<file path="src/rtl/fir_sample_sequencer.sv">
// Sample playback sequencer: reads stored samples from a 1-cycle-latency RAM and
// hands them one at a time to the FIR filter over a valid/ready handshake.
module fir_sample_sequencer #(
   parameter int N     = 16,
   parameter int DEPTH = 32,
   parameter int AW    = 5
) (
   input  logic          clk,
   input  logic          reset,
   input  logic          start,
   input  logic          stop,
   input  logic          loop_en,
   input  logic [AW-1:0] len,
   output logic [AW-1:0] mem_addr,
   input  logic [N-1:0]  mem_rdata,
   output logic [N-1:0]  fir_data,
   output logic          fir_valid,
   input  logic          fir_ready,
   output logic          busy,
   output logic          done,
   output logic [15:0]   sample_cnt
);

   typedef enum logic [2:0] {
      S_IDLE = 3'd0,
      S_RD   = 3'd1,
      S_LOAD = 3'd2,
      S_OUT  = 3'd3,
      S_DONE = 3'd4
   } state_t;

   // len_q is one bit wider than an address so that a full DEPTH pass fits.
   localparam logic [AW:0]   DEPTH_L  = (AW+1)'(DEPTH);
   localparam logic [AW:0]   LEN_ONE  = (AW+1)'(1);
   localparam logic [AW-1:0] ADDR_ONE = AW'(1);

   state_t        state_q, state_d;
   logic [AW-1:0] mem_addr_q, mem_addr_d;
   logic [N-1:0]  fir_data_q, fir_data_d;
   logic          fir_valid_q, fir_valid_d;
   logic [15:0]   sample_cnt_q, sample_cnt_d;
   logic          stop_pend_q, stop_pend_d;
   logic [AW:0]   len_q, len_d;
   logic          loop_q, loop_d;

   logic handshake;
   logic last;

   assign handshake = fir_valid_q & fir_ready;
   assign last      = ({1'b0, mem_addr_q} == (len_q - LEN_ONE));

   always_ff @(posedge clk or posedge reset) begin
      if (reset) begin
         state_q      <= S_IDLE;
         mem_addr_q   <= '0;
         fir_data_q   <= '0;
         fir_valid_q  <= 1'b0;
         sample_cnt_q <= '0;
         stop_pend_q  <= 1'b0;
         len_q        <= DEPTH_L;
         loop_q       <= 1'b0;
      end else begin
         state_q      <= state_d;
         mem_addr_q   <= mem_addr_d;
         fir_data_q   <= fir_data_d;
         fir_valid_q  <= fir_valid_d;
         sample_cnt_q <= sample_cnt_d;
         stop_pend_q  <= stop_pend_d;
         len_q        <= len_d;
         loop_q       <= loop_d;
      end
   end

   always_comb begin
      state_d      = state_q;
      mem_addr_d   = mem_addr_q;
      fir_data_d   = fir_data_q;
      fir_valid_d  = fir_valid_q;
      sample_cnt_d = sample_cnt_q;
      stop_pend_d  = stop_pend_q;
      len_d        = len_q;
      loop_d       = loop_q;
      case (state_q)
         S_IDLE: begin
            if (start && !stop) begin
               len_d        = (len == '0) ? DEPTH_L : {1'b0, len};
               loop_d       = loop_en;
               mem_addr_d   = '0;
               sample_cnt_d = '0;
               stop_pend_d  = 1'b0;
               state_d      = S_RD;
            end
         end
         S_RD: begin
            state_d = stop ? S_DONE : S_LOAD;
         end
         S_LOAD: begin
            if (stop) begin
               state_d = S_DONE;
            end else begin
               fir_data_d  = mem_rdata;
               fir_valid_d = 1'b1;
               state_d     = S_OUT;
            end
         end
         S_OUT: begin
            if (handshake) begin
               fir_valid_d  = 1'b0;
               sample_cnt_d = sample_cnt_q + 16'd1;
               if (stop_pend_q || stop || (last && !loop_q)) begin
                  state_d = S_DONE;
               end else begin
                  mem_addr_d = last ? '0 : mem_addr_q + ADDR_ONE;
                  state_d    = S_RD;
               end
            end else if (stop) begin
               // Remember the stop; the offered sample must still be delivered.
               stop_pend_d = 1'b1;
            end
         end
         S_DONE: begin
            state_d = S_IDLE;
         end
         default: begin
            state_d = S_IDLE;
         end
      endcase
   end

   always_comb begin
      busy = (state_q == S_RD) || (state_q == S_LOAD) || (state_q == S_OUT);
      done = (state_q == S_DONE);
   end

   assign mem_addr   = mem_addr_q;
   assign fir_data   = fir_data_q;
   assign fir_valid  = fir_valid_q;
   assign sample_cnt = sample_cnt_q;

endmodule

</file>
<file path="config.mk">
export PLATFORM = sky130hd
export DESIGN_NAME = fir_sample_sequencer
export DESIGN_NICKNAME = d
export VERILOG_FILES = /design/src/rtl/fir_sample_sequencer.sv
export SDC_FILE = /design/constraint.sdc
export NUM_CORES = 1
export LEC_CHECK = 0
export BUFFER_PORTS_ARGS = -buffer_cell sky130_fd_sc_hd__buf_2
export CELL_PAD_IN_SITES_DETAIL_PLACEMENT = 0
export CELL_PAD_IN_SITES_GLOBAL_PLACEMENT = 1
export CORE_MARGIN = 2
export CORE_UTILIZATION = 42
export CTS_CLUSTER_DIAMETER = 80
export DETAILED_ROUTE_END_ITERATION = 7
export GPL_ROUTABILITY_DRIVEN = 0
export MAX_ROUTING_LAYER = met4
export PLACE_DENSITY = 0.89
export SETUP_SLACK_MARGIN = 0.1
export SYNTH_ARGS = -nofsm -noshare
export SYNTH_HDL_FRONTEND = slang
export SYNTH_SLANG_ARGS = --single-unit
</file>
<file path="constraint.sdc">
create_clock -name clk -period 3.55 [get_ports clk]
set_clock_uncertainty 0.1 [all_clocks]
set_input_delay 0.1775 -clock clk [delete_from_list [all_inputs] [get_ports clk]]
set_output_delay 0.1775 -clock clk [all_outputs]
set_load 0.005 [all_outputs]
</file>
==> qor.yml <==
maxClockFrequency_ghz: 0.4397
cp.required_ns: 3.61
critPathKind: "reg2reg"
vias: 2054
status: "completed"
slew_violations: 0
drive_gt1_share_pct: 30.94
worst_hold_slack_ns: 0.002156
cp-startpoint: "state_q[0]$_DFFE_PP0P_"
max-slew-margin-rel_pct: 29.75
finalPower_mw: 1.886
worstHoldPathCells: 2
ys_types: 42
synth_top_cell_by_area: "dfrtp_1"
cts.htree.levels: 2
cp-start-kind: "flop"
top_layer_used: "met4"
cts_buffer_depth: 2
grt_overflow: 0
path_clk_slew_ns: 0.10
post-synth-top-area-fraction_pct: 49.46
track_usage_pct: 19.21
synth_nets: 268
dp_hpwl_um: 3819
ys_top_cells_by_count: "dfrtp_1 (48), nand2_1 (33), nor2_1 (18), mux2_2 (16), o21ai_0 (13)"
postSynthAreaPerCell_um2: 10.20
grt_pass1_wl_um: 9522
nNetsFinal: 349
wl_met2_um: 2504
post_cts_buffers: 0
r2r_cells: 3
rsz0062_at_grt: "no"
min_path_type: "in2reg"
worstMarginPinSlew_ns: 1.049
drt_iter0_markers: 112
ioPinCount: 67
power_leakage_nw: 1.478
n_fill_cell: 524
grt_max_degree: 50
synth-seq-cells: 49
cts_tree: "yes"
antenna_found_initial: 0
die-area_um2: 6406
netlist_area_um2: 2429
drtAntennaViolNets: 0
clk_latency_ns: 0.31
syn2layout_area_growth_pct: 24.99
routed_wl_um: 5509
met3_length_um: 342
netlist_top_cells_area: "dfrtp_1 (49%), mux2_2 (7.4%), nand2_1 (5.1%)"
vias_per_cell: 5.240
synth_top_flop_cell: "dfrtp_1"
hold_violations: 0
period_share_pct: 64.07
die_y_um: 80.04
async_flop_share_pct: 100.0
fp.dieW_um: 80.04
numCtsBuffers: 5
initial_core_util_pct: 43.83
p_per_area_nw_per_um2: 621.3
core_area_um2: 5540
crit_path_max_fanout: 14
r2r_start: "state_q[0]$_DFFE_PP0P_"
vdd_drop_max_uv: 324.0
seq_area_frac_synth_pct: 50.54
drv_cap: 0
wl_met1_um: 2622
rows: 27
clkSinkCount: 49
setup_violations: 0
grt_pass1_vias: 2027
drtPass1Iterations: 4
fin_setup_tns_ns: 0
cp-end-kind: "flop"
synth.most_common_cell: "dfrtp_1"
ys_warn_count: 0
hp-start: "mem_rdata[11]"
synth_edf_count: 0
root_buffer: "clkbuf_8"
drc_errors: 0
port_buffers: 66
synth_cells: 238
wire_per_inst_um: 14.05
antenna_cells: 0
timing.final.crit_period_ns: 2.274
worstPathArrival_ns: 2.33
==> kinds of logic (layout without fill, tap and decap cells) <==
kind of cell    Yosys count  count (layout)  synth area share, %
compound gates           37              37                9.428
xor+xnor                 12              12                4.328
fa+ha+maj                 3               3                1.546
buf+inv                  18             100                4.276
flops                    49              49                50.54
mux                      21              21                9.480
simple gates             98              98                20.40
==> final timing paths <==
check / to / slack, ns
max: len_q[0]$_DFFE_PP0P_ / 1.28
min: fir_data[11]$_DFFE_PP0P_ / 0.002
max reg2reg: len_q[0]$_DFFE_PP0P_ / 1.28
min reg2reg: sample_cnt[15]$_DFFE_PP0P_ / 0.37
max in group asynchronous: sample_cnt[14]$_DFFE_PP0P_ / 2.71
min in group asynchronous: fir_data[12]$_DFFE_PP0P_ / 0.01
==> per-layer routing <==
layer	vias to the layer above	GRT usage, %
li1	999	-
met4	0	3.729
met5	-	-
met3	4	4.525
met2	73	29.17
met1	978	26.62
==> worst max-delay path, cell delays in order, from the launching register on <==
cell and delay (ns):
dfrtp_1 0.51, or4b_4 0.62, nor2_1 0.73, o21ai_0 0.17
==> cells in the final DEF, fill, tap and decap left out, types with 2 or more instances in the layout <==
master	count
a21oi_1	7
a31oi_1	2
and2_1	2
and3_1	7
buf_2	66
clkbuf_8	5
dfrtp_1	48
dlygate4sd3_1	15
ha_1	3
inv_1	9
mux2_2	16
mux2i_1	5
nand2_1	33
nand2b_1	2
nand3_1	11
nand3b_1	2
nand4_1	5
nor2_1	18
nor3_1	6
o211ai_1	2
o21ai_0	13
o22ai_1	4
o31ai_1	5
or4_1	2
xnor2_1	3
xor2_1	9
==> flip-flops by register name, indices dropped and copies added, names as in the netlist <==
name         cells
fir_data        16
stop_pend_q      1
fir_valid        1
len_q            6
loop_q           1
sample_cnt      16
state_q          3
mem_addr         5
==> cell type report <==
cell class | instances | area [um2] | area share (%)
Clock buffer | 6 | 72.57 | 2.391
Inverter | 10 | 37.54 | 1.237
Sequential cell | 49 | 1227 | 40.44
Tap cell | 72 | 90.09 | 2.968
Timing Repair Buffer | 82 | 488.0 | 16.08
Clock inverter | 2 | 13.76 | 0.4534
Multi-Input combinational cell | 171 | 1106 | 36.44
==> where the power goes <==
group	internal, mW	switching (mW)	leakage [nW]
logic	0.348	0.325	0.798
clock network	0.141	0.195	0.0456
registers	0.717	0.160	0.634
total	1.21	0.680	1.48
==> metrics by stage <==
step	utilization, %	instances	setup slack [ns]	instance area, um2
after floorplan	-	238	1.544	2429
after global placement	50.52	369	1.332	2799
after detailed placement	50.52	369	1.271	2799
after CTS	54.79	392	1.262	3035
after global routing	54.79	392	1.128	3035
final	54.79	392	1.276	3035
==> repair_timing <==
item / CTS / global route
hold buffers: 15 / 0
resized for setup: 0 / 0
endpoints found under the hold margin: 15 / 0
Power figures use the tool's default switching activity.
